--- src/rtl/pet_life_if.sv ---
// rtl/pet_life_if.sv - control/status bundle between the tamagotchi core and pet_life_ctrl
interface pet_life_if;
    logic       ena;
    logic       btn_feed;
    logic       btn_play;
    logic       btn_sleep;
    logic [2:0] state;
    logic [3:0] hunger;
    logic [3:0] happy;
    logic       alive;
    logic       tick;

    modport master (
        output ena, btn_feed, btn_play, btn_sleep,
        input  state, hunger, happy, alive, tick
    );

    modport slave (
        input  ena, btn_feed, btn_play, btn_sleep,
        output state, hunger, happy, alive, tick
    );
endinterface

--- src/rtl/pet_life_ctrl.sv ---
// rtl/pet_life_ctrl.sv - game-tick prescaler, button debouncing and pet life-cycle state machine
module pet_life_ctrl #(
    parameter int TICK_DIV     = 1000,
    parameter int ACTION_TICKS = 4,
    parameter int SICK_LIMIT   = 8
) (
    input  logic      clk,
    input  logic      rst_n,
    pet_life_if.slave bus
);
    typedef enum logic [2:0] {
        S_IDLE  = 3'd0,
        S_EAT   = 3'd1,
        S_PLAY  = 3'd2,
        S_SLEEP = 3'd3,
        S_SICK  = 3'd4,
        S_DEAD  = 3'd5
    } state_t;

    localparam int CW = $clog2(TICK_DIV);
    localparam int AW = $clog2(2 * ACTION_TICKS + 1);
    localparam int SW = $clog2(SICK_LIMIT + 1);
    localparam logic [CW-1:0] CNT_MAX = CW'(TICK_DIV - 1);

    logic [CW-1:0] pre_cnt;
    logic          tick_q;
    logic [2:0]    sync1, sync2, prev;
    logic [2:0]    press;

    state_t        state_q, state_d;
    logic [3:0]    hunger_q, hunger_d, happy_q, happy_d;
    logic [AW-1:0] act_q, act_d;
    logic [SW-1:0] sick_q, sick_d;
    logic          alive_q;

    function automatic logic [3:0] sat_add(input logic [3:0] a, input logic [3:0] d);
        logic [4:0] s;
        s = {1'b0, a} + {1'b0, d};
        return s[4] ? 4'hF : s[3:0];
    endfunction

    function automatic logic [3:0] sat_sub(input logic [3:0] a, input logic [3:0] d);
        return (a < d) ? 4'h0 : a - d;
    endfunction

    always_ff @(posedge clk or negedge rst_n) begin
        if (!rst_n) begin
            pre_cnt <= '0;
            tick_q  <= 1'b0;
        end else begin
            if (bus.ena) pre_cnt <= (pre_cnt == CNT_MAX) ? '0 : pre_cnt + CW'(1);
            tick_q <= bus.ena && (pre_cnt == CNT_MAX);
        end
    end

    // bit 0 feed, bit 1 play, bit 2 sleep; prev holds sync2 one cycle back for edge detection
    always_ff @(posedge clk or negedge rst_n) begin
        if (!rst_n) begin
            sync1 <= '0;
            sync2 <= '0;
            prev  <= '0;
        end else begin
            sync1 <= {bus.btn_sleep, bus.btn_play, bus.btn_feed};
            sync2 <= sync1;
            prev  <= sync2;
        end
    end

    assign press = sync2 & ~prev & {3{bus.ena}};

    always_ff @(posedge clk or negedge rst_n) begin
        if (!rst_n) begin
            state_q  <= S_IDLE;
            hunger_q <= 4'd4;
            happy_q  <= 4'd12;
            act_q    <= '0;
            sick_q   <= '0;
            alive_q  <= 1'b1;
        end else begin
            state_q  <= state_d;
            hunger_q <= hunger_d;
            happy_q  <= happy_d;
            act_q    <= act_d;
            sick_q   <= sick_d;
            alive_q  <= (state_d != S_DEAD);
        end
    end

    always_comb begin
        state_d  = state_q;
        hunger_d = hunger_q;
        happy_d  = happy_q;
        act_d    = act_q;
        sick_d   = sick_q;
        case (state_q)
            S_IDLE: begin
                if (tick_q) begin
                    hunger_d = sat_add(hunger_q, 4'd1);
                    happy_d  = sat_sub(happy_q, 4'd1);
                end
                if (press[0]) begin
                    state_d = S_EAT;
                    act_d   = AW'(ACTION_TICKS);
                end else if (press[1]) begin
                    state_d = S_PLAY;
                    act_d   = AW'(ACTION_TICKS);
                end else if (press[2]) begin
                    state_d = S_SLEEP;
                    act_d   = AW'(2 * ACTION_TICKS);
                end else if (hunger_d == 4'hF || happy_d == 4'h0) begin
                    state_d = S_SICK;
                    sick_d  = '0;
                end
            end
            S_EAT: begin
                if (tick_q) begin
                    hunger_d = sat_sub(hunger_q, 4'd2);
                    act_d    = act_q - AW'(1);
                    if (act_d == '0) state_d = S_IDLE;
                end
            end
            S_PLAY: begin
                if (tick_q) begin
                    happy_d  = sat_add(happy_q, 4'd2);
                    hunger_d = sat_add(hunger_q, 4'd1);
                    act_d    = act_q - AW'(1);
                    if (act_d == '0) state_d = S_IDLE;
                end
            end
            S_SLEEP: begin
                if (|press) begin
                    state_d = S_IDLE;
                end else if (tick_q) begin
                    act_d = act_q - AW'(1);
                    if (act_d == '0) state_d = S_IDLE;
                end
            end
            S_SICK: begin
                // a feed landing on the fatal tick still rescues the pet
                if (press[0]) begin
                    state_d  = S_IDLE;
                    sick_d   = '0;
                    hunger_d = (hunger_q > 4'd7) ? 4'd7 : hunger_q;
                    happy_d  = (happy_q < 4'd4) ? 4'd4 : happy_q;
                end else if (tick_q) begin
                    sick_d = sick_q + SW'(1);
                    if (sick_d == SW'(SICK_LIMIT)) state_d = S_DEAD;
                end
            end
            default: ;
        endcase
    end

    always_comb begin
        bus.state  = state_q;
        bus.hunger = hunger_q;
        bus.happy  = happy_q;
        bus.alive  = alive_q;
        bus.tick   = tick_q;
    end
endmodule

--- src/flat_wrapper.sv ---
// flat-port wrapper written by rule: the top's interface ports become plain ports
module pet_life_ctrl_flat 
#(
    parameter int TICK_DIV     = 1000,
    parameter int ACTION_TICKS = 4,
    parameter int SICK_LIMIT   = 8
)
  (clk, rst_n, bus_ena, bus_btn_feed, bus_btn_play, bus_btn_sleep, bus_state, bus_hunger, bus_happy, bus_alive, bus_tick);
  pet_life_if bus_i ();
  input  logic clk;
  input  logic rst_n;
  input wire logic [$bits(bus_i.ena)-1:0] bus_ena;
  input wire logic [$bits(bus_i.btn_feed)-1:0] bus_btn_feed;
  input wire logic [$bits(bus_i.btn_play)-1:0] bus_btn_play;
  input wire logic [$bits(bus_i.btn_sleep)-1:0] bus_btn_sleep;
  output wire logic [$bits(bus_i.state)-1:0] bus_state;
  output wire logic [$bits(bus_i.hunger)-1:0] bus_hunger;
  output wire logic [$bits(bus_i.happy)-1:0] bus_happy;
  output wire logic [$bits(bus_i.alive)-1:0] bus_alive;
  output wire logic [$bits(bus_i.tick)-1:0] bus_tick;
  assign bus_i.ena = bus_ena;
  assign bus_i.btn_feed = bus_btn_feed;
  assign bus_i.btn_play = bus_btn_play;
  assign bus_i.btn_sleep = bus_btn_sleep;
  assign bus_state = bus_i.state;
  assign bus_hunger = bus_i.hunger;
  assign bus_happy = bus_i.happy;
  assign bus_alive = bus_i.alive;
  assign bus_tick = bus_i.tick;
  pet_life_ctrl #(.TICK_DIV(TICK_DIV), .ACTION_TICKS(ACTION_TICKS), .SICK_LIMIT(SICK_LIMIT)) u_core (.clk(clk), .rst_n(rst_n), .bus(bus_i));
endmodule
--- config.mk ---
export PLATFORM = sky130hd
export DESIGN_NAME = pet_life_ctrl_flat
export DESIGN_NICKNAME = d
export VERILOG_FILES = /design/src/rtl/pet_life_if.sv /design/src/rtl/pet_life_ctrl.sv /design/src/flat_wrapper.sv
export SDC_FILE = /design/constraint.sdc
export NUM_CORES = 1
export LEC_CHECK = 0
export CORE_ASPECT_RATIO = 1.5
export CORE_MARGIN = 4
export CORE_UTILIZATION = 40
export CTS_BUF_LIST = sky130_fd_sc_hd__clkbuf_4 sky130_fd_sc_hd__clkbuf_8 sky130_fd_sc_hd__clkbuf_16
export CTS_CLUSTER_SIZE = 16
export DETAILED_ROUTE_END_ITERATION = 7
export HOLD_SLACK_MARGIN = 0.08
export PLACE_DENSITY = 0.58
export SYNTH_ARGS = -nofsm -noshare
export SYNTH_HDL_FRONTEND = slang
export SYNTH_SLANG_ARGS = --single-unit
--- constraint.sdc ---
create_clock -name clk -period 3.6 [get_ports clk]
set_input_delay 0.9 -clock clk [delete_from_list [all_inputs] [get_ports clk]]
set_output_delay 0.9 -clock clk [all_outputs]
set_load 0.005 [all_outputs]
After elaboration in Yosys (flattened, before gate mapping). Cells that the tools add are included.

$add $sub $neg: 7. Multipliers: 0. Div/mod/pow operators: 0. Magnitude comparators: 4. Equality and inequality tests: 20. Shifts and indexed selects: 0. Mux-type cells: 41. Bitwise logic cells: 3. Reduce and logical (&&, ||, !) cells: 15.

Operators by type and width (number): 2-to-1 mux 4 bit (25); 2-to-1 mux 3 bit (10); one-hot mux 4 bit (3 select lines) (2); one-hot mux 4 bit (4 select lines) (1); != test 2 x 1 -> 1 bit, second input constant (6); one-hot mux 3 bit (4 select lines) (1); adder 10 x 1 -> 10 bit, second input constant (1); == test 10 bit, second input constant (1); 2-to-1 mux 10 bit (1); == test 4 bit, second input constant (2); zero test 4 bit (2); != test 2 bit, second input constant (4); one-hot mux 4 bit (2 select lines) (1); AND reduction 4 bit (2); subtractor 4 x 1 -> 4 bit, second input constant (2); bitwise AND 3 bit (2); == test 3 x 2 -> 1 bit, second input constant (2); AND reduction 6 bit (1); nonzero test 3 bit (2); adder 4 x 1 -> 5 bit, second input constant (1); adder 4 x 2 -> 5 bit, second input constant (1); adder 4 x 1 -> 4 bit, second input constant (1); greater-than comparator 4 x 3 -> 1 bit, second input constant (1); less-than comparator 4 x 1 -> 1 bit, second input constant (1); 17 further kinds (17).

Register bits after elaboration: 40. Bits in latches: 0. Bits in writable memories: 0. Bits in read-only memories: 0. Output and inout bits: 13. Logic and storage cells: 101. Memories kept: 0.

Depth between registers and ports, before layout.
Depth after elaboration: 12. Gate-level depth with buffers: 9. Mapped depth without buffers: 8.

Least setup slack after synthesis. Ideal clock, no wire load.

Kind: input to register. Start point: input bus_ena. End point: register u_core.hunger_q[0], in the netlist u_core.bus.hunger[0]. Setup time: 0.125 ns. Arrival time: 2.062 ns. Data required time: 3.475 ns. Slack: 1.413 ns. Stages: 8. Buffers on the path: 2. Cells stage by stage: buf_4 -> and3b_1 -> buf_6 -> nand3_1 -> a21oi_2 -> a21oi_4 -> nor2b_2 -> mux2_4.

Word-level cells in the longest chain between the ends: 3.

RTL lines: start: declaration (RTL line flat_wrapper.sv:12) `input wire logic [$bits(bus_i.ena)-1:0] bus_ena;`; bitwise AND 3 bit (RTL line pet_life_ctrl.sv:69) `assign press = sync2 & ~prev & {3{bus.ena}};`; != test 2 x 1 -> 1 bit (no source line); AND reduction 4 bit (no source line); end signal: assignment (RTL line pet_life_ctrl.sv:81) `hunger_q <= hunger_d;`; end: declaration (RTL line pet_life_ctrl.sv:31) `logic [3:0] hunger_q, hunger_d, happy_q, happy_d;`.

Every way passes these cells. A chain may end at the register's enable or synchronous reset.

Worst setup path in the final report.
Start point: register u_core.state_q[2], in the netlist u_core.bus.state[2]. End point: output bus_state[2].

RTL lines: start: declaration (RTL line pet_life_ctrl.sv:30) `state_t state_q, state_d;`; start signal: assignment (RTL line pet_life_ctrl.sv:80) `state_q <= state_d;`; end: declaration (RTL line flat_wrapper.sv:16) `output wire logic [$bits(bus_i.state)-1:0] bus_state;`.

No word-level cell between the ends.

==> run metrics <==
met1 GRT Util 18.0%; Netlist cell types 62; delay-heaviest family, CP flip-flops; relative slew slack 40.9%; Async S/R FF share, synth 100%; layer carrying the most global-route usage met2; P_leak 1.11 nW; via count 2016; vias in the first global route 1913; critical path cell sequence clkdlybuf4s50_1; Worst EP required 2700 ps; Setup WS post-layout 1050 ps; post-placement worst setup slack 896 ps; Synth Net Count 289; Setup CP Type reg2out; Synth Cell Area 0.00248 mm²; startpoint types register; min-delay worst type reg2reg; CTS tree built; fill count 572; # nets final 302; drt first pass iters 5; detailed-route wire length per cell 14.7 µm; R2R setup slack 1380 ps; met3 GRT Util 2.80%; met2 usage in global routing 24.8%; number of synthesized flops with an enable pin 0; Final GP Congestion 0.787; Worst-Margin Slew 886 ps; clock skew 11.9 ps; slowest CP cell dfrtp_1; Site Rows 34; largest net degree at the start of global routing 41; post_cts resized 0; Die X 72.3 µm; Post-Syn Area per Cell 9.13 µm²; crit-path max FO 18; critical path's largest stage delay 740 ps; max-cap violations 0; Remaining DRCs 0; post-route ant nets 0; PD cells 742 mW/mm²; total CTS buffers 5; Worst VDD drop 0.000352 V; endpoints failing setup 0; Ys Warns 0; clock period minus worst slack 2550 ps; initial drt markers 166; Most used DFF post-synth dfrtp_1; first-pass GRT wire length 8.87 mm; I/O pin cnt 19; port bufs 18; area grow syn2layout 11.8%; CTS Hold Bufs 0; flops & latches, synth 40; Inserted Diodes 0; Vias per Instance 5.63; cells after synthesis 272; critical path endpoint category output port; GRT overflow 0; Die Span Y 105 µm; RSZ-0062 raised after global routing false; final hold violation count 0; Cells after DPL 350; crit path DAT 1650 ps; max frequency 0.392 GHz; Max clock buf depth 2; H-tree levels 2; Buf+Inv Stages, Crit Path 1; Clock Latency Late Sink 300 ps; Layout Utilization 47.0%; Worst-path clk slew 80 ps; register area share after synthesis 40.5%; HPWL Detailed 3.64 mm; CTS sink count 40; Final Cycle Share 70.8%; initial core utilization 42.0%; status complete, no violations; core area 0.00591 mm²; fraction of layout cells with a size suffix above 1 9.79%; CTS root buffer clkbuf_8; Slew Viols, Final 0; initial antenna violation count 0; Global Route Usage Sum 14.5%; non-filler cells, final 358; drt total wl 5.25 mm; Sum Neg Setup Slack 0 ps; setup bufs post-CTS 0; full die area 0.00756 mm²
## logic make-up after synthesis
kind of cell,after synthesis,synth area share [%]
XOR/XNOR,10,3.53
multiplexers,7,3.17
flip-flops,40,40.5
AO/OA/AOI/OAI,77,21.2
adder cells (fa/ha/maj),11,5.54
buffers and inverters,30,5.74
AND/OR/NAND/NOR,97,20.3
## placed cells by master, fill, tap and decap left out, types with 6 or more instances in the layout
| cell | synthesis | routed |
|---|---|---|
| dfrtp_1 | 36 | 36 |
| nand2_1 | 26 | 26 |
| o21ai_0 | 18 | 18 |
| clkdlybuf4s50_1 | 0 | 17 |
| nor2_1 | 16 | 16 |
| inv_1 | 15 | 15 |
| a21oi_1 | 14 | 14 |
| ha_1 | 11 | 11 |
| nor3_1 | 10 | 10 |
| nand3_1 | 10 | 10 |
| xnor2_1 | 7 | 7 |
| nor2b_1 | 6 | 6 |
| o21ai_1 | 6 | 6 |
| a31oi_1 | 6 | 6 |
## final timing paths
check,from,to,depth (start not counted)
max,u_core.bus.state[2],bus_state[2],1
min,u_core.sync1[0],u_core.sync2[0],0
max reg2reg,u_core.bus.happy[2],u_core.sick_q[2],8
min reg2reg,u_core.sync1[0],u_core.sync2[0],0
max in group asynchronous,rst_n,u_core.act_q[0],1
min in group asynchronous,rst_n,u_core.bus.hunger[1],1
## flip-flops by register name (all words and copies together) (netlist names)
register           flops
u_core.pre_cnt        10
u_core.act_q           4
u_core.bus.happy       4
u_core.bus.hunger      4
u_core.sick_q          4
u_core.bus.state       3
u_core.prev            3
u_core.sync1           3
u_core.sync2           3
u_core.bus.alive       1
u_core.bus.tick        1
## metrics by stage
step	power (W)	instance area [µm²]	hold slack (ps)
2_1_floorplan	0.00146	2480	331
3_3_place_gp	0.00174	2690	334
3_5_place_dp	0.00176	2690	340
4_1_cts	0.00208	2780	359
5_1_grt	0.00223	2780	370
6_report	0.00206	2780	355
## metal layers
metal	share of wire (%)	vias to the layer above
li1	-	1003
met1	44	967
met2	52	38
met3	2.8	8
met4	1.5	0
met5	0	-
## synth_stat cells (2+ instances only)
master | count | area share, %
mux2i_1 | 3 | 1.2
xor2_1 | 3 | 1.1
a31oi_1 | 6 | 1.5
nand3b_1 | 5 | 1.5
a21oi_1 | 14 | 2.8
clkbuf_1 | 3 | 0.45
a21oi_4 | 2 | 1.3
buf_2 | 6 | 1.2
o22a_1 | 2 | 0.71
ha_1 | 11 | 5.5
nand3_1 | 10 | 2.0
buf_4 | 4 | 1.2
o211ai_2 | 2 | 1.0
o211ai_1 | 2 | 0.60
o31a_1 | 3 | 1.1
dfstp_2 | 4 | 4.2
nand2_1 | 26 | 3.9
mux2_1 | 3 | 1.4
or3_1 | 4 | 1.0
inv_1 | 15 | 2.3
and3_1 | 3 | 0.76
xnor2_1 | 7 | 2.5
nor2_1 | 16 | 2.4
nand4_1 | 5 | 1.3
o21ai_1 | 6 | 1.2
nor3_1 | 10 | 2.0
o21a_1 | 2 | 0.60
a41oi_1 | 2 | 0.71
dfrtp_1 | 36 | 36
o21ai_0 | 18 | 3.6
nor2b_1 | 6 | 1.5
a22oi_1 | 3 | 0.91
## area by class of cell
class / count / area, µm² / share of cell area (%)
multi-input combinational: 202 / 1340 / 48.1
clock buffer: 5 / 68.8 / 2.48
timing repair buffer: 21 / 198 / 7.12
sequential: 40 / 1010 / 36.2
tap: 72 / 90.1 / 3.24
inverter: 15 / 56.3 / 2.03
clock inverter: 3 / 23.8 / 0.856
## power by group
group / switching [W] / internal [W] / total (W)
logic: 0.000477 / 0.000455 / 0.000932
registers: 0.000233 / 0.000589 / 0.000822
clock network: 0.000168 / 0.000137 / 0.000306
No activity file was read; power rests on OpenSTA's default activity.
